## src/rtl/seg7_pkg.sv

```systemverilog
// Shared seven-segment definitions: active-low glyph codes (dp excluded),
// dp bit position and decoder FSM states.
package seg7_pkg;

    localparam logic [6:0] SEG7_0 = 7'h40;
    localparam logic [6:0] SEG7_1 = 7'h79;
    localparam logic [6:0] SEG7_2 = 7'h24;
    localparam logic [6:0] SEG7_3 = 7'h30;
    localparam logic [6:0] SEG7_4 = 7'h19;
    localparam logic [6:0] SEG7_5 = 7'h12;
    localparam logic [6:0] SEG7_6 = 7'h02;
    localparam logic [6:0] SEG7_7 = 7'h78;
    localparam logic [6:0] SEG7_8 = 7'h00;
    localparam logic [6:0] SEG7_9 = 7'h10;
    localparam logic [6:0] SEG7_A = 7'h08;
    localparam logic [6:0] SEG7_B = 7'h03;
    localparam logic [6:0] SEG7_C = 7'h46;
    localparam logic [6:0] SEG7_D = 7'h21;
    localparam logic [6:0] SEG7_E = 7'h06;
    localparam logic [6:0] SEG7_F = 7'h0E;

    localparam int SEG7_DP_BIT = 7;
    localparam int SEG7_CNT_W  = 8;

    typedef enum logic [1:0] {
        IDLE  = 2'd0,
        TRACK = 2'd1,
        HELD  = 2'd2
    } seg7_state_e;

endpackage

```

## src/rtl/seg7_to_hex.sv

```systemverilog
// Combinational active-low seven-segment to hex decoder; ok=0 for any
// pattern that is not one of the sixteen glyphs (nibble then reads 0).
module seg7_to_hex
    import seg7_pkg::*;
(
    input  logic [6:0] seg,
    output logic [3:0] nibble,
    output logic       ok
);

    always_comb begin
        nibble = 4'h0;
        ok     = 1'b1;
        case (seg)
            SEG7_0:  nibble = 4'h0;
            SEG7_1:  nibble = 4'h1;
            SEG7_2:  nibble = 4'h2;
            SEG7_3:  nibble = 4'h3;
            SEG7_4:  nibble = 4'h4;
            SEG7_5:  nibble = 4'h5;
            SEG7_6:  nibble = 4'h6;
            SEG7_7:  nibble = 4'h7;
            SEG7_8:  nibble = 4'h8;
            SEG7_9:  nibble = 4'h9;
            SEG7_A:  nibble = 4'hA;
            SEG7_B:  nibble = 4'hB;
            SEG7_C:  nibble = 4'hC;
            SEG7_D:  nibble = 4'hD;
            SEG7_E:  nibble = 4'hE;
            SEG7_F:  nibble = 4'hF;
            default: ok     = 1'b0;
        endcase
    end

endmodule

```

## src/rtl/seg7_scan_decoder.sv

```systemverilog
// Samples a multiplexed active-low display bus, captures each digit once it has
// been stable for STABLE_CYCLES and emits whole frames. SEG7_SYNC_EN adds a 2-flop synchroniser.
module seg7_scan_decoder
    import seg7_pkg::*;
#(
    parameter int DIGITS        = 4,
    parameter int STABLE_CYCLES = 4
) (
    input  logic                  clk,
    input  logic                  rst,
    input  logic [7:0]            seg_n,
    input  logic [DIGITS-1:0]     dig_en_n,
    output logic [4*DIGITS-1:0]   value,
    output logic [DIGITS-1:0]     dp_out,
    output logic                  valid,
    output logic                  err
);

    localparam logic [SEG7_CNT_W-1:0] STABLE = SEG7_CNT_W'(STABLE_CYCLES);

    logic [7:0]        seg_in;
    logic [DIGITS-1:0] en_in;

`ifdef SEG7_SYNC_EN
    logic [7:0]        seg_m_q, seg_s_q;
    logic [DIGITS-1:0] en_m_q, en_s_q;

    always_ff @(posedge clk) begin
        if (rst) begin
            seg_m_q <= '1;
            seg_s_q <= '1;
            en_m_q  <= '1;
            en_s_q  <= '1;
        end else begin
            seg_m_q <= seg_n;
            seg_s_q <= seg_m_q;
            en_m_q  <= dig_en_n;
            en_s_q  <= en_m_q;
        end
    end

    assign seg_in = seg_s_q;
    assign en_in  = en_s_q;
`else
    assign seg_in = seg_n;
    assign en_in  = dig_en_n;
`endif

    logic [7:0]                  s_seg_q;
    logic [DIGITS-1:0]           s_en_q;
    seg7_state_e                 state_q, state_d;
    logic [SEG7_CNT_W-1:0]       cnt_q, cnt_d;
    logic [2:0]                  prev_idx_q;
    logic [7:0]                  prev_seg_q;
    logic [DIGITS-1:0][3:0]      shadow_q, shadow_d;
    logic [DIGITS-1:0]           sdp_q, sdp_d;
    logic [DIGITS-1:0]           seen_q, seen_d;
    logic                        frame_err_q, frame_err_d;
    logic [DIGITS-1:0][3:0]      value_q, value_d;
    logic [DIGITS-1:0]           dp_q, dp_d;
    logic                        valid_q, valid_d;
    logic                        err_q, err_d;

    logic [3:0] n_low;
    logic [2:0] act_idx;
    logic       active, conflict, same, capture;
    logic [3:0] dec_nib;
    logic       dec_ok;

    // Blanking and multi-enable conflicts both read as "no active digit".
    always_comb begin
        n_low   = 4'd0;
        act_idx = 3'd0;
        for (int i = 0; i < DIGITS; i++) begin
            if (!s_en_q[i]) begin
                n_low   = n_low + 4'd1;
                act_idx = 3'(i);
            end
        end
    end

    assign active   = (n_low == 4'd1);
    assign conflict = (n_low > 4'd1);
    assign same     = (act_idx == prev_idx_q) && (s_seg_q == prev_seg_q);

    seg7_to_hex u_dec (
        .seg    (s_seg_q[6:0]),
        .nibble (dec_nib),
        .ok     (dec_ok)
    );

    always_comb begin
        state_d = state_q;
        cnt_d   = cnt_q;
        capture = 1'b0;
        case (state_q)
            IDLE: begin
                if (active) begin
                    state_d = TRACK;
                    cnt_d   = SEG7_CNT_W'(1);
                end
            end
            TRACK, HELD: begin
                if (!active) begin
                    state_d = IDLE;
                    cnt_d   = '0;
                end else if (!same) begin
                    state_d = TRACK;
                    cnt_d   = SEG7_CNT_W'(1);
                end else if (state_q == TRACK && cnt_q != STABLE) begin
                    cnt_d = cnt_q + SEG7_CNT_W'(1);
                end
            end
            default: begin
                state_d = IDLE;
                cnt_d   = '0;
            end
        endcase
        // Also covers STABLE_CYCLES=1, where the very first sample captures.
        if (state_d == TRACK && cnt_d == STABLE) begin
            capture = 1'b1;
            state_d = HELD;
        end
    end

    always_comb begin
        shadow_d    = shadow_q;
        sdp_d       = sdp_q;
        seen_d      = seen_q;
        frame_err_d = frame_err_q;
        value_d     = value_q;
        dp_d        = dp_q;
        err_d       = err_q;
        valid_d     = 1'b0;
        if (&seen_q) begin
            value_d     = shadow_q;
            dp_d        = sdp_q;
            err_d       = frame_err_q;
            valid_d     = 1'b1;
            seen_d      = '0;
            frame_err_d = 1'b0;
        end
        // Applied after the completion clear so coincident events join the new frame.
        if (conflict) begin
            frame_err_d = 1'b1;
        end
        if (capture) begin
            for (int i = 0; i < DIGITS; i++) begin
                if (act_idx == 3'(i)) begin
                    shadow_d[i] = dec_nib;
                    sdp_d[i]    = ~s_seg_q[SEG7_DP_BIT];
                    seen_d[i]   = 1'b1;
                end
            end
            if (!dec_ok) begin
                frame_err_d = 1'b1;
            end
        end
    end

    always_ff @(posedge clk) begin
        if (rst) begin
            s_seg_q     <= '1;
            s_en_q      <= '1;
            state_q     <= IDLE;
            cnt_q       <= '0;
            prev_idx_q  <= '0;
            prev_seg_q  <= '1;
            shadow_q    <= '0;
            sdp_q       <= '0;
            seen_q      <= '0;
            frame_err_q <= 1'b0;
            value_q     <= '0;
            dp_q        <= '0;
            valid_q     <= 1'b0;
            err_q       <= 1'b0;
        end else begin
            s_seg_q     <= seg_in;
            s_en_q      <= en_in;
            state_q     <= state_d;
            cnt_q       <= cnt_d;
            prev_idx_q  <= act_idx;
            prev_seg_q  <= s_seg_q;
            shadow_q    <= shadow_d;
            sdp_q       <= sdp_d;
            seen_q      <= seen_d;
            frame_err_q <= frame_err_d;
            value_q     <= value_d;
            dp_q        <= dp_d;
            valid_q     <= valid_d;
            err_q       <= err_d;
        end
    end

    assign value  = value_q;
    assign dp_out = dp_q;
    assign valid  = valid_q;
    assign err    = err_q;

endmodule

```

## config.mk

```make
export PLATFORM = sky130hd
export DESIGN_NAME = seg7_scan_decoder
export DESIGN_NICKNAME = d
export VERILOG_FILES = /design/src/rtl/seg7_pkg.sv /design/src/rtl/seg7_to_hex.sv /design/src/rtl/seg7_scan_decoder.sv
export SDC_FILE = /design/constraint.sdc
export NUM_CORES = 1
export LEC_CHECK = 0
export ABC_AREA = 1
export CAP_MARGIN = 40
export CORE_MARGIN = 10
export CORE_UTILIZATION = 58
export DETAILED_ROUTE_END_ITERATION = 16
export PLACE_DENSITY = 0.8
export SYNTH_ARGS = -nofsm -noshare
export SYNTH_HDL_FRONTEND = slang
export SYNTH_HIERARCHICAL = 1
export SYNTH_SLANG_ARGS = --single-unit
```

## constraint.sdc

```tcl
create_clock -name clk -period 3.8 [get_ports clk]
set_clock_uncertainty 0.05 [all_clocks]
set_input_delay 0.76 -clock clk [delete_from_list [all_inputs] [get_ports clk]]
set_output_delay 0.76 -clock clk [all_outputs]
set_load 0.005 [all_outputs]
```

After elaboration in Yosys (flattened, before gate mapping):

Cells that the tools add are included.

* register bits after elaboration: 80
* input port bits: 14
* output and inout bits: 22
* logic and storage cells: 101

* add/subtract/negate cells: 4
* magnitude comparators: 1
* equal/unequal tests: 26
* muxes and demuxes: 31
* bitwise operators: 1
* reductions and logical operators: 14

Operators by type and width (number)
* one-hot mux 4 bit (15 select lines): 1
* two-way mux 8 bit: 4
* == test 7 bit (second input constant): 4
* == test 7 x 5 -> 1 bit (second input constant): 3
* == test 7 x 6 -> 1 bit (second input constant): 3
* two-way mux 4 bit: 5
* one-hot mux 8 bit (2 select lines): 1
* OR reduction 16 bit: 1
* == test 7 x 2 -> 1 bit (second input constant): 2
* == test 7 x 4 -> 1 bit (second input constant): 2
* two-way mux 1 bit: 13
* adder 4 x 1 -> 4 bit (second input constant): 3
* adder 8 x 1 -> 8 bit (second input constant): 1
* == test 8 x 3 -> 1 bit (second input constant): 1
* == test 8 bit: 1
* two-way mux 2 bit: 4
* != test 8 x 3 -> 1 bit (second input constant): 1
* AND reduction 2 bit: 4
* == test 7 x 3 -> 1 bit (second input constant): 1
* zero test 7 bit: 1
* == test 3 x 2 -> 1 bit (second input constant): 2
* two-way mux 3 bit: 2
* == test 2 x 1 -> 1 bit (second input constant): 2
* == test 4 x 1 -> 1 bit (second input constant): 1
* other kinds (11): 14

Depth between registers and ports, before layout:

Gate-level depths: netlist of run 1.

* depth after elaboration: 14
* depth in mapped cells: 24
* gate-level depth less buffers: 23

Modules after synthesis:

The synthesis of run 1 kept the hierarchy.

Modules (own cells, without submodules)
* seg7_scan_decoder: instances 1, cells an instance 530, area an instance 3767.4 um2, seq. area each 1581.5 um2
* seg7_to_hex: instances 1, cells an instance 73, area an instance 337.8 um2, seq. area each 0.0 um2

Worst setup path after synthesis of run 1:

Ideal clock, no wire load.

* path type: register -> register
* start point: reg s_en_q[1]
* end point: reg shadow_q[0] (netlist name)
* setup time: 0.110 ns
* arrival: 2.629 ns
* data required time: 3.640 ns
* setup slack: 1.011 ns
* stages on the path, launching flop included: 21
* buffers on the path: 2
* clock period less this slack: 2.789 ns
* cell sequence: dfxtp_1 inv_1 ha_1 inv_1 nand2_1 nand2_1 inv_1 ha_1 or2_1 nand2_2 nand4_4 nor2_8 nand2_2 nand2_1 nand3_1 nor2_2 buf_6 buf_12 nand4_1 nand2_1 nor2_1

* longest elaborated chain between the ends: 12
* elaborated cells on any way between the ends: 25
* those cells by class: add/sub: 2; eq/ne: 4; mux: 15; reduce/logical: 4

Ends and longest elaborated chain
* start: declaration: line seg7_scan_decoder.sv:50 `logic [DIGITS-1:0] s_en_q;`
* start signal: assignment: line seg7_scan_decoder.sv:179 `s_en_q <= en_in;`
* two-way mux 4 bit / two-way mux 1 bit (equally long branches): line seg7_scan_decoder.sv:75 `if (!s_en_q[i]) begin`
* adder 4 x 1 -> 4 bit / two-way mux 3 bit (equally long branches): line seg7_scan_decoder.sv:76, seg7_scan_decoder.sv:75
* two-way mux 4 bit / two-way mux 3 bit (equally long branches): line seg7_scan_decoder.sv:75
* adder 4 x 1 -> 4 bit / == test 3 bit (equally long branches): line seg7_scan_decoder.sv:76, seg7_scan_decoder.sv:84
* two-way mux 4 bit / logical AND 1 bit (equally long branches): line seg7_scan_decoder.sv:75, seg7_scan_decoder.sv:84
* == test 4 x 1 -> 1 bit (tied with other cells): line seg7_scan_decoder.sv:82 `assign active = (n_low == 4'd1);`
* two-way mux 8 bit (tied with other cells): line seg7_scan_decoder.sv:104 `if (!active) begin`
* one-hot mux 8 bit (2 select lines) / one-hot mux 2 bit (2 select lines) (equally long branches): line seg7_scan_decoder.sv:96 `case (state_q)`
* == test 8 x 3 -> 1 bit / == test 2 x 1 -> 1 bit (equally long branches): line seg7_scan_decoder.sv:120 `if (state_d == TRACK && cnt_d == STABLE) begin`
* logical AND 1 bit: line seg7_scan_decoder.sv:120
* two-way mux 1 bit: line seg7_scan_decoder.sv:120
* AND reduction 2 bit (no line) (*)
* end signal: assignment: line seg7_scan_decoder.sv:184 `shadow_q <= shadow_d;`
* end: declaration: line seg7_scan_decoder.sv:55 `logic [DIGITS-1:0][3:0] shadow_q, shadow_d;`

Every way passes the cells marked *; elsewhere a longest branch is shown, timed or not.
A chain may end at the register's enable or synchronous reset.

Worst setup path in the final report of run 1:

* start point: reg s_en_q[1]
* end point: reg sdp_q[2]

* longest elaborated chain between the ends: 12
* elaborated cells on any way between the ends: 25
* those cells by class: add/sub: 2; eq/ne: 5; mux: 15; reduce/logical: 3

Ends and longest elaborated chain
* two-way mux 4 bit / two-way mux 1 bit (equally long branches): line seg7_scan_decoder.sv:75
* adder 4 x 1 -> 4 bit / two-way mux 3 bit (equally long branches): line seg7_scan_decoder.sv:76, seg7_scan_decoder.sv:75
* two-way mux 4 bit / two-way mux 3 bit (equally long branches): line seg7_scan_decoder.sv:75
* adder 4 x 1 -> 4 bit / == test 3 bit (equally long branches): line seg7_scan_decoder.sv:76, seg7_scan_decoder.sv:84
* two-way mux 4 bit / logical AND 1 bit (equally long branches): line seg7_scan_decoder.sv:75, seg7_scan_decoder.sv:84
* == test 4 x 1 -> 1 bit (tied with other cells): line seg7_scan_decoder.sv:82
* two-way mux 8 bit (tied with other cells): line seg7_scan_decoder.sv:104
* one-hot mux 8 bit (2 select lines) / one-hot mux 2 bit (2 select lines) (equally long branches): line seg7_scan_decoder.sv:96
* == test 8 x 3 -> 1 bit / == test 2 x 1 -> 1 bit (equally long branches): line seg7_scan_decoder.sv:120
* logical AND 1 bit: line seg7_scan_decoder.sv:120
* two-way mux 1 bit: line seg7_scan_decoder.sv:120
* AND reduction 2 bit (no line) (*)
* end signal: assignment: line seg7_scan_decoder.sv:185 `sdp_q <= sdp_d;`
* end: declaration: line seg7_scan_decoder.sv:56 `logic [DIGITS-1:0] sdp_q, sdp_d;`

Marked as above.

==> results.md, run 1 <==
| Group | Result | Reported |
|:---|:---|:---|
| critical path | Delay of the slowest critical-path stage | 0.40 ns |
| critical path | Critical-path top delay cell | dfxtp_1 |
| clocking | Reg clk slew, reported paths | 0.09 ns |
| sta | Slew at the pin closest to its max-slew limit | 0.471 ns |
| grt | Maximum number of pins on one net before global-route repair | 51 |
| critical path | Endpoint of the most critical setup path | sdp_q[2]$_SDFFE_PP0P_ |
| floorplan | Row count | 30 |
| critical path | Element type at the critical path end | flip-flop |
| floorplan | Die extent in x | 104 µm |
| sta | Setup TNS | 0 ns |
| synth | Synthesis Warnings | 6 |
| placement | Detailed-placement wirelength estimate | 6.62 mm |
| critical path | Category of the critical setup timing path | flip-flop to flip-flop |
| critical path | Logic depth of the worst register-to-register path | 21 |
| placement | Worst slack at placement | 0.440 ns |
| pwr | Final total power | 1.76 mW |
| critical path | Number of logic stages on the critical path including buffering | 21 |
| final layout | Fillers | 613 |
| synth | Ranking of synthesized cells by area | dfxtp_1 (39%), nand2_1 (16%), inv_1 (8.5%), nor2_1 (6.2%), a21oi_1 (3.5%) |
| routing | Average detailed-routed wire length per instance | 12.0 µm |
| placement | Total cell area at the placement stage | 4510 µm² |
| clocking | Source-to-sink clock delay at the later pin of the worst-skew pair | 0.36 ns |
| placement | I/O Buffers | 35 |
| min path | Startpoint of the lowest-slack hold path | sdp_q[3]$_SDFFE_PP0P_ |
| grt | Tot GR Track Use | 16.5% |
| clocking | Number of levels the H-tree was split into | 3 |
| clocking | Post-cts gate resize count | 0 |
| clocking | Inserted Clock Buffers | 9 |
| pwr | Maximum vdd ir drop | 0.350 mV |
| synth | Number of synthesized flops with an enable pin | 0 |
| synth | Fraction of the yosys area taken by sequential cells | 38.5% |
| pwr | Clock Power Share | 38.5% |
| critical path | Capture point of the worst reg-to-reg path | sdp_q[2]$_SDFFE_PP0P_ |
| sta | Slew Limit Fails | 0 |
| pwr | Sequential fraction of design power | 49.0% |
| floorplan | Ports placed on the boundary | 36 |
| routing | Drt initial violations | 175 |
| pwr | Switching component of the power | 505 µW |
| run status | Result of the run | complete, no violations |
| floorplan | Total Die Area | 10,800 µm² |
| floorplan | Floorplan die height | 104 µm |
| min path | Hold crit path type | flip-flop to flip-flop |
| grt | Overflow left after global routing | 0 |
| final layout | Count of non-filler cells in the finished layout | 740 |
| grt | Wire length of the first global-routing pass | 15.4 mm |
| critical path | Crit path buf inv count | 5 |
| pwr | Power Density | 373 nW/µm² |
| synth | Synth async-reset ratio | 0% |
| sta | Unrepaired setup endpoints after global routing | no |
| clocking | Cell at the root of the clock tree | clkbuf_8 |
| synth | Netlist area before placement | 4110 µm² |
| pwr | Proportion of total power due to net switching | 28.7% |
| critical path | CP Data Arrival Time | 3.62 ns |
| grt | Antenna violations before repair | 0 |
| critical path | Critical path fanouts, max | 11 |
| sta | Final setup violation count | 0 |
| synth | Post-synthesis register bit count | 79 |
| critical path | CP required | 4.06 ns |
| sta | Period utilization | 88.6% |
| placement | Last weighted congestion value of the routability-driven placer | 0.927 |
| critical path | CP startpoint kind | flip-flop |
| routing | Vias | 3,619 |
| final layout | Area growth, synth to finish | 15.1% |
| routing | Antenna violation net count after detailed routing | 0 |
| sta | Max_slew headroom | 68.6% |
| critical path | Launch point of the critical path | s_en_q[1]$_SDFF_PP1_ |
| sta | Min setup slack post-route | 0.435 ns |
| final layout | Fraction of layout instances using a drive strength above 1 | 12.3% |
| synth | Synthesized netlist cell count | 603 |
| critical path | Startpoint of the most critical register-to-register path | s_en_q[1]$_SDFF_PP1_ |
| job | Count of max-cap constraint violations | 0 |
| synth | Count of unique library cells instantiated by Yosys | 38 |
| critical path | Flop-to-flop setup slack | 0.43 ns |
| floorplan | Initial standard-cell utilization of the core | 60.1% |
| clocking | Clock sink count | 79 |
| placement | DP Cell Count | 724 |
| sta | FMAX | 297 MHz |
| synth | Commonest register cell after synthesis | dfxtp_1 |
| pwr | Pleak | 2.41 nW |
| critical path | Critical path's top delay family | simple AND/OR/NAND/NOR gates |
| routing | Total detailed-routing wirelength | 8.89 mm |
| sta | Final Hold Fails | 0 |
| clocking | CTS hold repair buffers | 0 |
| pwr | Fraction of power consumed by combinational cells | 12.5% |
| final layout | Total Nets Final | 661 |
| clocking | Maximum clock insertion buffer count | 2 |
| sta | Period minus WS final | 3.37 ns |
| final layout | Antenna diode count | 0 |
| critical path | Cell-by-cell trace of the critical path | inv_1, ha_1, inv_1, nand2_1, nand2_1, inv_1, ha_1, or2_1, nand2_2, nand3_4, nand2_2, inv_2, nand2_2, inv_1, a21oi_2, nand3_1, nor2_2, nand3_1, nand2_1, nand2_1, nor2_1 |
| clocking | Clock tree from TritonCTS | yes |
| final layout | Final design instance area without fill | 4720 µm² |
| routing | Count of TritonRoute iterations in the first routing pass | 4 |
| synth | Net Count, Synth | 625 |
| clocking | Postcts setup bufs | 0 |
| floorplan | Core Footprint | 6830 µm² |
| synth | Mean instance size in the synthesized netlist | 6.81 µm² |
| grt | Via count of the first global-routing pass | 3,529 |
| pwr | Cell internal power dissipation | 1.26 mW |
| routing | Avg Vias per Cell | 4.89 |
| routing | Remaining DRCs | 0 |
| synth | Area share of the leading cell type in the synthesized netlist | 38.5% |
| synth | Cell taking the most area after synthesis | dfxtp_1 |
[registers in the layout, summed over array words and instances, names as in the netlist, 4 cells and up]
| signal | count |
|---|---|
| cnt_q | 8 |
| dp_out | 4 |
| prev_seg_q | 8 |
| s_en_q | 4 |
| s_seg_q | 8 |
| sdp_q | 4 |
| seen_q | 4 |
| shadow_q | 16 |
| value | 16 |
[kinds of logic after synthesis]
logic type | share of synthesized area (%)
fa+ha+maj | 2.44
flops | 38.5
compound gates | 8.23
buf+inv | 12.6
simple gates | 37.8
xor+xnor | 0.427
[layer usage]
metal  wire length (µm)  track usage, %  share of wire (%)  vias up
li1                   -               -                  -     1914
met5                  0               0                  0        -
met4                235            8.15                2.6        0
met3                360            3.59                4.1       23
met1               4110            19.1                 46     1601
met2               4180            28.0                 47       81
[through the flow]
step           hold slack, ns  utilization [%]
6_report                0.412             69.1
5_1_grt                 0.440             69.1
4_1_cts                 0.411             69.1
3_5_place_dp            0.396             66.0
3_3_place_gp            0.389             65.6
2_1_floorplan           0.379                -
[cell type report]
| cell class | instances | area [µm²] | area share, % |
|---|---|---|---|
| Timing Repair Buffer | 42 | 423 | 8.95 |
| Clock inverter | 6 | 75.1 | 1.59 |
| Sequential cell | 79 | 1580 | 33.5 |
| Multi-Input combinational cell | 406 | 2010 | 42.5 |
| Inverter | 101 | 379 | 8.03 |
| Tap cell | 96 | 120 | 2.54 |
| Clock buffer | 10 | 138 | 2.91 |
[synthesized netlist by cell type, types with 2 or more instances]
cell type	count
a21oi_1	29
buf_1	3
buf_6	2
clkbuf_8	3
nand2_4	3
nand3_1	18
nor3_1	3
nor2_2	5
ha_1	8
o21ai_0	22
nand3b_1	2
clkbuf_1	6
o21ai_2	2
or2_2	13
nand2_2	12
inv_2	7
xor2_1	2
a21oi_2	4
nor2_1	68
nor2_4	3
nand3_4	2
nand2_1	176
inv_1	93
nand4_1	20
dfxtp_1	79
o21ai_1	6
[tightest hold or removal path, cell delays in order, from the launching register on]
cell and delay (ns):
dfxtp_1 0.31, inv_1 0.06, a21oi_1 0.06
[placed cells by master (no fill, tap or decap), drive strengths merged, types with 3 or more instances in the layout]
cell | Yosys | final
nand3 | 21 | 21
ha | 8 | 8
nor2 | 77 | 77
nand2 | 191 | 191
a21oi | 33 | 33
nand4 | 21 | 21
nor3 | 4 | 4
or2 | 14 | 14
clkbuf | 9 | 10
dfxtp | 79 | 79
o21ai | 30 | 30
clkdlybuf4s50 | 0 | 35
buf | 8 | 7
nand3b | 3 | 3
inv | 100 | 103
[power groups by stage]
stage	registers, mW	logic [mW]	clock network, mW
finish	0.863	0.220	0.679
global route	0.866	0.249	0.711
CTS	0.863	0.220	0.682
detailed placement	0.882	0.219	0
global placement	0.881	0.215	0
floorplan	0.877	0.182	0
[how the worst min path moves through the flow]
stage / to / depth (start not counted)
detailed placement: dp_out[3]$_SDFFE_PP0P_ / 2
global route: value[15]$_SDFFE_PP0P_ / 2
finish: dp_out[3]$_SDFFE_PP0P_ / 2
CTS: dp_out[3]$_SDFFE_PP0P_ / 2
floorplan: value[2]$_SDFFE_PP0P_ / 2
global placement: value[12]$_SDFFE_PP0P_ / 2
Note: power is estimated with default switching activity, not from simulation.
==> run 2: changes to the inputs <==
- SETUP_SLACK_MARGIN: not set -> 0.3
==> run 2 against run 1 <==
  * First-iteration DRC count is 15% higher
  * Power is 0.49% higher
  * Critical path depth is 2 lower
  * Largest power group unchanged
  * Final area is 1.1% higher
  * Cell count is 0.27% higher
  * Global-route usage stayed put
  * Die area stayed put
  * Sequential share of layout area is 0.34 points lower
  * Via count is 1.9% higher
  * Wire length is 3.2% higher
  * Flip-flop and latch count stayed put
  * Clock power hardly changed
==> results.md, run 2 (synthesis results as in run 1) <==
| Group | Result | Reported | Delta |
|:---|:---|:---|:---|
| run status | Result of the run | complete, no violations | unchanged |
| sta | Period minus WS final | 3.17 ns | was 3.37 ns |
| critical path | Flop-to-flop setup slack | 0.63 ns | was 0.43 ns |
| clocking | Clock tree from TritonCTS | yes | unchanged |
| critical path | Critical path fanouts, max | 8 | was 11 |
| critical path | Critical-path top delay cell | dfxtp_2 | was dfxtp_1 |
| floorplan | Row count | 30 | unchanged |
| grt | Maximum number of pins on one net before global-route repair | 51 | unchanged |
| pwr | Proportion of total power due to net switching | 29.0% | was 28.7% |
| sta | FMAX | 315 MHz | was 297 MHz |
| clocking | Source-to-sink clock delay at the later pin of the worst-skew pair | 0.36 ns | about the same |
| grt | Overflow left after global routing | 0 | unchanged |
| final layout | Fraction of layout instances using a drive strength above 1 | 13.2% | was 12.3% |
| sta | Slew Limit Fails | 0 | unchanged |
| critical path | Crit path buf inv count | 5 | unchanged |
| placement | DP Cell Count | 724 | unchanged |
| clocking | Clock sink count | 79 | unchanged |
| min path | Startpoint of the lowest-slack hold path | shadow_q[13]$_SDFFE_PP0P_ | was sdp_q[3]$_SDFFE_PP0P_ |
| critical path | Element type at the critical path end | flip-flop | unchanged |
| routing | Remaining DRCs | 0 | unchanged |
| routing | Total detailed-routing wirelength | 9.17 mm | was 8.89 mm |
| final layout | Most common cell after layout, fill and taps aside | nand2_1 | unchanged |
| floorplan | Total Die Area | 10,800 µm² | unchanged |
| min path | Number of cells traversed by the worst hold path | 2 | unchanged |
| sta | Setup TNS | 0 ns | unchanged |
| pwr | Final total power | 1.77 mW | was 1.76 mW |
| critical path | Critical path's top delay family | simple AND/OR/NAND/NOR gates | unchanged |
| critical path | Cell-by-cell trace of the critical path | inv_1, ha_1, inv_1, nand2_1, nand2_1, inv_1, ha_1, or2_1, nand2_2, nand4_4, inv_1, nand2_1, a21oi_2, nand3_1, nor2_4, buf_4, nand4_1, nand2_1, nor2_1 | was inv_1, ha_1, inv_1, nand2_1, nand2_1, inv_1, ha_1, or2_1, nand2_2, nand3_4, nand2_2, inv_2, nand2_2, inv_1, a21oi_2, nand3_1, nor2_2, nand3_1, nand2_1, nand2_1, nor2_1 |
| pwr | Switching component of the power | 513 µW | was 505 µW |
| min path | Hold crit path type | flip-flop to flip-flop | unchanged |
| floorplan | Floorplan die height | 104 µm | unchanged |
| sta | Final Hold Fails | 0 | unchanged |
| final layout | Antenna diode count | 0 | unchanged |
| floorplan | Ports placed on the boundary | 36 | unchanged |
| final layout | Area growth, synth to finish | 16.3% | was 15.1% |
| final layout | Count of non-filler cells in the finished layout | 742 | was 740 |
| sta | Period utilization | 83.4% | was 88.6% |
| critical path | CP required | 4.01 ns | was 4.06 ns |
| job | Count of max-cap constraint violations | 0 | unchanged |
| final layout | Most frequent cells in the layout | nand2_1 (176), inv_1 (93), dfxtp_1 (78) | was nand2_1 (176), inv_1 (93), dfxtp_1 (79) |
| grt | Wire length of the first global-routing pass | 15.4 mm | unchanged |
| clocking | Maximum clock insertion buffer count | 2 | unchanged |
| critical path | Category of the critical setup timing path | flip-flop to flip-flop | unchanged |
| pwr | Sequential fraction of design power | 48.7% | was 49.0% |
| floorplan | Die extent in x | 104 µm | unchanged |
| pwr | Power Density | 371 nW/µm² | was 373 nW/µm² |
| routing | Average detailed-routed wire length per instance | 12.4 µm | was 12.0 µm |
| routing | Count of TritonRoute iterations in the first routing pass | 5 | was 4 |
| sta | Slew at the pin closest to its max-slew limit | 0.518 ns | was 0.471 ns |
| placement | Last weighted congestion value of the routability-driven placer | 0.927 | unchanged |
| pwr | Fraction of power consumed by combinational cells | 13.0% | was 12.5% |
| sta | Final setup violation count | 0 | unchanged |
| critical path | Logic depth of the worst register-to-register path | 19 | was 21 |
| pwr | Clock Power Share | 38.3% | was 38.5% |
| clocking | Number of levels the H-tree was split into | 3 | unchanged |
| routing | Drt initial violations | 202 | was 175 |
| critical path | Delay of the slowest critical-path stage | 0.37 ns | was 0.40 ns |
| critical path | Launch point of the critical path | s_en_q[1]$_SDFF_PP1_ | unchanged |
| min path | Endpoint of the worst hold-timing path | value[13]$_SDFFE_PP0P_ | was dp_out[3]$_SDFFE_PP0P_ |
| grt | Antenna violations before repair | 0 | unchanged |
| grt | Via count of the first global-routing pass | 3,529 | unchanged |
| pwr | Cell internal power dissipation | 1.26 mW | about the same |
| placement | I/O Buffers | 35 | unchanged |
| critical path | Startpoint of the most critical register-to-register path | s_en_q[1]$_SDFF_PP1_ | unchanged |
| routing | Antenna violation net count after detailed routing | 0 | unchanged |
| clocking | Reg clk slew, reported paths | 0.09 ns | about the same |
| pwr | Pleak | 2.42 nW | was 2.41 nW |
| critical path | CP startpoint kind | flip-flop | unchanged |
| floorplan | Core Footprint | 6830 µm² | unchanged |
| clocking | Inserted Clock Buffers | 9 | unchanged |
| critical path | Capture point of the worst reg-to-reg path | shadow_q[12]$_SDFFE_PP0P_ | was sdp_q[2]$_SDFFE_PP0P_ |
| critical path | CP Data Arrival Time | 3.38 ns | was 3.62 ns |
| pwr | Maximum vdd ir drop | 0.348 mV | was 0.350 mV |
| floorplan | Initial standard-cell utilization of the core | 60.1% | unchanged |
| routing | Vias | 3,686 | was 3,619 |
| placement | Detailed-placement wirelength estimate | 6.62 mm | unchanged |
| sta | Max_slew headroom | 65.4% | was 68.6% |
| grt | Tot GR Track Use | 16.5% | unchanged |
| routing | Avg Vias per Cell | 4.97 | was 4.89 |
| sta | Unrepaired setup endpoints after global routing | no | unchanged |
| final layout | Total Nets Final | 663 | was 661 |
| critical path | Number of logic stages on the critical path including buffering | 19 | was 21 |
| clocking | Cell at the root of the clock tree | clkbuf_8 | unchanged |
[run 2: changes by cell type in the layout (fill, tap and decap cells not counted)]
cell,change
nand3_2,+3
nor2_2,-1
dfxtp_1,-1
nor2_4,+2
buf_12,+1
dfxtp_2,+1
nand3_1,-3
[run 2: final cells by class]
cell class                      count  area [µm²]
Clock buffer                       10         138
Fill cell                         603        2060
Sequential cell                    79        1580
Inverter                          101         379
Multi-Input combinational cell    407        2040
Timing Repair Buffer               43         443
Tap cell                           96         120
Clock inverter                      6        75.1
[run 2: power groups by stage]
stage	Clock (mW)	Combinational [mW]	Sequential (mW)
after floorplan	0	0.182	0.877
after global placement	0	0.215	0.881
after detailed placement	0	0.219	0.882
after CTS	0.682	0.220	0.863
after global routing	0.711	0.256	0.866
final	0.678	0.229	0.863
[run 2: stage by stage]
step           hold slack (ns)  util (%)  worst slack, ns  area, µm²
6_report                 0.410      69.9            0.630       4780
4_1_cts                  0.411      69.1            0.425       4720
3_5_place_dp             0.396      66.0            0.440       4510
2_1_floorplan            0.379         -             1.01       4110
3_3_place_gp             0.389      65.6            0.627       4480
5_1_grt                  0.440      69.9            0.350       4780
[run 2: worst register-to-register path, stage by stage, from the launching register on]
cell and delay [ns]:
dfxtp_2 0.37, inv_1 0.06, ha_1 0.30, inv_1 0.07
nand2_1 0.06, nand2_1 0.09, inv_1 0.05, ha_1 0.27
or2_1 0.21, nand2_2 0.13, nand4_4 0.16, inv_1 0.11
nand2_1 0.07, a21oi_2 0.15, nand3_1 0.15, nor2_4 0.26
buf_4 0.24, nand4_1 0.12, nand2_1 0.09, nor2_1 0.04
[run 2: routing by layer]
layer  share of wire (%)  vias up  global-route usage [%]  wire length [µm]
li1                    -     1920                       -                 -
met1                  46     1664                    19.1              4200
met2                  48       83                    28.0              4390
met3                 3.9       19                    3.59               353
met4                 2.4        0                    8.15               216
met5                   0        -                       0                 0
[run 2: how the worst max path moves through the flow]
stage | to
finish | shadow_q[12]$_SDFFE_PP0P_
global route | shadow_q[15]$_SDFFE_PP0P_
CTS | sdp_q[2]$_SDFFE_PP0P_
detailed placement | sdp_q[2]$_SDFFE_PP0P_
global placement | sdp_q[1]$_SDFFE_PP0P_
floorplan | shadow_q[0]$_SDFFE_PP0P_
[run 2: what timing repair did]
action / 4_1_cts / 5_1_grt
hold buffers: 0 / 0
setup endpoints to repair: 0 / 22
buffers inserted: 0 / 1
gates resized for setup: 0 / 6
==> RTL edit 1 (config.mk and constraints of run 1) <==
Re-encode `seg7_state_e` (3 states) as one-hot, 3 bits wide.
--- a/src/rtl/seg7_pkg.sv
+++ b/src/rtl/seg7_pkg.sv
@@ -23,8 +23,8 @@
     localparam int SEG7_CNT_W  = 8;
 
-    typedef enum logic [1:0] {
-        IDLE  = 2'd0,
-        TRACK = 2'd1,
-        HELD  = 2'd2
+    typedef enum logic [2:0] {
+        IDLE  = 3'b001,
+        TRACK = 3'b010,
+        HELD  = 3'b100
     } seg7_state_e;
 
Formal check against the unedited RTL: no difference found for any inputs over 10 cycles, from zero or initial values and one cycle with rst high; not proved beyond that.
==> RTL edit 1 against run 1 <==
- power fell by 3.9%
- count of clock-buffer cells in the layout fell by 1
- sequential cell count rose by 1
- global-route usage fell by 0.25 points
- worst setup slack got worse by 25 ps
- final area rose by 0.11%
- wire length fell by 2.0%
- synthesized area fell by 0.18%
- critical endpoint is now shadow_q[1]
- largest power group unchanged
==> RTL edit 1: results <==
[run_status]
status = completed

[place]
dp_hpwl_um = 6520
gp_congestion = 0.849
port_buffers = 35

[grt]
antenna_found_initial = 0
grt_use_met1 = 0.189
grt_usage = 0.163
grt_pass1_wl_um = 15200
gr-usage-met3 = 0.0471
grt_util_met2 = 0.279
grt_pass1_vias = 3537
grt_max_degree = 39

[finish]
fin_nets = 668
n_fill_cell = 588
n_antenna_cell = 0
drive_gt1_frac = 0.113

[logic_synthesis]
yosys.area_share.adder = 0.0153
async_flop_share = 0
syn_nets = 634
synth-compound-area-share = 0.0776
synth-xor-area-share = 0.00427
synth_area_leaders = dfxtp_1 39%, nand2_1 16%, inv_1 8.4%
synth_ff_type = dfxtp_1
ys_seq_area_frac = 0.391
synth_cell_types = 37
synthTopCellsByCount = 177 x nand2_1, 92 x inv_1, 80 x dfxtp_1

[setup_path]
critPathArrivalTime_ps = 3630
cp_max_fo = 20
regToRegStartpoint = s_en_q[1]
max_stage_delay_ps = 410
start_kind = register
slowest_stage = nor2_4

[sta]
maxSlewHeadroom = 0.614
max_freq_mhz = 295

[drt]
wl_met2_um = 4250
via_per_inst = 5.00
routed.top_layer = met4
dr.first_iter.drc_count = 284
route.met3.wl_um = 415
postRouteAntennaNets = 0
totalWireLength_um = 8710
firstDrtPassIters = 4
wl_met1_um = 3910

[power]
ir_drop_uv = 295
p_sw_frac = 0.273
leakage_nw = 2.32
p_seq_frac = 0.516
powerComb_uw = 160

[cts]
clkLatencyLatePin_ps = 350
cts_buffer_depth = 2
postCtsSetupRepairBufs = 0
htreeDepth = 3
clk_pin_slew_ps = 100

[hold_path]
min_from = shadow_q[4]
hp-class = reg2reg
==> RTL edit 1: cell count changes after synthesis, moves of 2 or more <==
cell	delta
a21oi_1	+2
clkbuf_1	+2
clkbuf_8	-3
ha_1	-3
nand2_4	-2
nand3_1	+7
nor2_1	+7
nor2_4	+3
nor4_1	+2
o21ai_1	-4
o21ai_2	-2
==> RTL edit 1: path summary, 6_finish.rpt <==
| kind | to | slack (ps) |
|---|---|---|
| max reg2reg | shadow_q[1] | 410 |
| max | shadow_q[1] | 410 |
| min | value[4] | 400 |
| min reg2reg | value[4] | 400 |
==> RTL edit 1: logic make-up (layout without fill, tap and decap cells) <==
family / Yosys count / after routing
AO/OA/AOI/OAI: 60 / 60
flip-flops: 80 / 80
adder cells (fa/ha/maj): 5 / 5
AND/OR/NAND/NOR: 351 / 351
XOR/XNOR: 2 / 2
buffers and inverters: 117 / 156
==> RTL edit 1: final cells by class <==
| type | count | area, um^2 | area share |
|---|---|---|---|
| Multi-Input combinational cell | 418 | 2010 | 0.426 |
| Clock inverter | 7 | 88.8 | 0.0188 |
| Inverter | 101 | 380 | 0.0804 |
| Sequential cell | 80 | 1600 | 0.339 |
| Timing Repair Buffer | 39 | 400 | 0.0847 |
| Tap cell | 96 | 120 | 0.0254 |
| Clock buffer | 9 | 124 | 0.0262 |
==> RTL edit 1: stage by stage <==
| stage | instances | utilization | power [mW] | area, um^2 | worst slack [ps] |
|---|---|---|---|---|---|
| after floorplan | 615 | - | 1.01 | 4100 | 1130 |
| after global placement | 733 | 0.657 | 1.04 | 4490 | 667 |
| after detailed placement | 734 | 0.661 | 1.05 | 4520 | 473 |
| after CTS | 750 | 0.692 | 1.71 | 4730 | 439 |
| after global routing | 750 | 0.692 | 1.77 | 4730 | 31.7 |
| final | 750 | 0.692 | 1.69 | 4730 | 410 |
==> RTL edit 2 (settings of run 1) <==
Without the edit above. Build with the macro `SEG7_SYNC_EN` defined.
--- a/src/rtl/seg7_scan_decoder.sv
+++ b/src/rtl/seg7_scan_decoder.sv
@@ -1,4 +1,6 @@
 // Samples a multiplexed active-low display bus, captures each digit once it has
 // been stable for STABLE_CYCLES and emits whole frames. SEG7_SYNC_EN adds a 2-flop synchroniser.
+`define SEG7_SYNC_EN
+
 module seg7_scan_decoder
     import seg7_pkg::*;
Behaviour: no difference found for any inputs over 10 cycles, from zero or initial values and one cycle with rst high; that may be too few to reach the edited logic, so the function may still have changed.
==> RTL edit 2 against run 1 <==
- power is 11% higher
- maximum frequency is 2.7% lower
- synthesized cell count is 8.1% higher
- final area is 12% higher
- combinational power is 24% lower
- sequential cell count is 24 higher
- synthesized area is 14% higher
- worst hold slack worse by 50 ps
- wire length is 6.7% higher
- first-iteration DRC count is 27% higher
- worst setup slack worse by 94 ps
- die area is 11% higher
- highest routed layer unchanged
==> RTL edit 2: results <==
[power]
leakage_nw = 2.59
ir_drop_uv = 258
p_sw_frac = 0.258

[cts]
clk_pin_slew_ps = 100
clkLatencyLatePin_ps = 370
numCtsBuffers = 9
cts_buffer_depth = 2
htreeDepth = 3
postCtsSetupRepairBufs = 0
clockRootBuffer = clkbuf_8
cts_resized = 0

[logic_synthesis]
synth_ff_type = dfxtp_1
yosysWarnings = 6
synth_cell_types = 36
async_flop_share = 0
synth_area_per_cell_um2 = 7.19
synthTopCellsByCount = 170 x nand2_1, 103 x dfxtp_1, 91 x inv_1
synth_area_leaders = dfxtp_1 44%, nand2_1 14%, inv_1 7.3%
ys_seq_area_frac = 0.440
syn_nets = 674

[grt]
grt_max_degree = 51
grt_usage = 0.167
antenna_found_initial = 0
grt_pass1_vias = 3796
grt_pass1_wl_um = 16400

[setup_path]
critPathArrivalTime_ps = 3710
cp_max_fo = 22
r2r_slack_ps = 340

[sta]
fin_tns_setup_ps = 0
maxSlewHeadroom = 0.679
hold_viol = 0
max_freq_mhz = 289
whs_ps = 362

[place]
place_inst = 775
dp_hpwl_um = 6910
dpl_cell_area_um2 = 5110
port_buffers = 35
pre_cts_ws_ps = 407
gp_congestion = 0.866

[drt]
postRouteAntennaNets = 0
dr.first_iter.drc_count = 222
wire_per_inst_um = 12.0
via_per_inst = 5.03
totalWireLength_um = 9480
firstDrtPassIters = 5

[finish]
fin_nets = 706
n_antenna_cell = 0
n_fill_cell = 670
drive_gt1_frac = 0.145

[hold_path]
hp-class = reg2reg

[run_status]
status = completed
==> RTL edit 2: power groups by stage <==
stage	Sequential, mW	Combinational (mW)	Clock [mW]
after floorplan	1.13	0.141	0
after global placement	1.13	0.160	0
after detailed placement	1.14	0.166	0
after CTS	1.11	0.167	0.692
after global routing	1.11	0.190	0.742
final	1.11	0.167	0.674
==> RTL edit 2: layout make-up <==
type,count,area [um^2],area share
timing repair buffer,40,408,0.0769
sequential,103,2060,0.388
clock buffer,11,151,0.0285
tap,102,128,0.0240
multi-input combinational,432,2140,0.404
clock inverter,5,46.3,0.00872
inverter,98,368,0.0693
==> RTL edit 2: final timing paths <==
path,start,to,cells after the start
worst max-delay path,s_en_q[1],sdp_q[2],21
worst min-delay path,seg_in[6],s_seg_q[6],1
worst max register to register,s_en_q[1],sdp_q[2],21
worst min register to register,seg_in[6],s_seg_q[6],1
==> RTL edit 2: logic make-up after synthesis <==
group | synth area share
xor gates and xnor gates | 0.00747
AOI/OAI and AO/OA | 0.0661
buffers and inverters | 0.103
DFF | 0.440
adders and majority gates | 0.0213
and+or+nand+nor | 0.362
==> RTL edit 2: routing by layer <==
metal | wire length [um] | up-vias | track usage
met5 | 0 | - | 0
met4 | 170 | 0 | 0.0660
met3 | 453 | 20 | 0.0451
met2 | 4650 | 90 | 0.282
met1 | 4210 | 1817 | 0.196
li1 | - | 2054 | -
==> RTL edit 2: critical path, stage by stage (launching register included) <==
cell      delay [ps]
dfxtp_1          390
inv_1             90
ha_1             320
inv_1             70
nand2_1           60
nand2_1           90
inv_1             50
ha_1             280
or2_1            220
nand2_2          120
nand4_2          170
clkinv_1          90
nand2_1           50
nand2_1           50
nand2_1           80
nor2_2           110
nand2_2           70
nor2_4           410
nand3_1          340
nand2_1          130
nand2_1           60
nor2_1           120
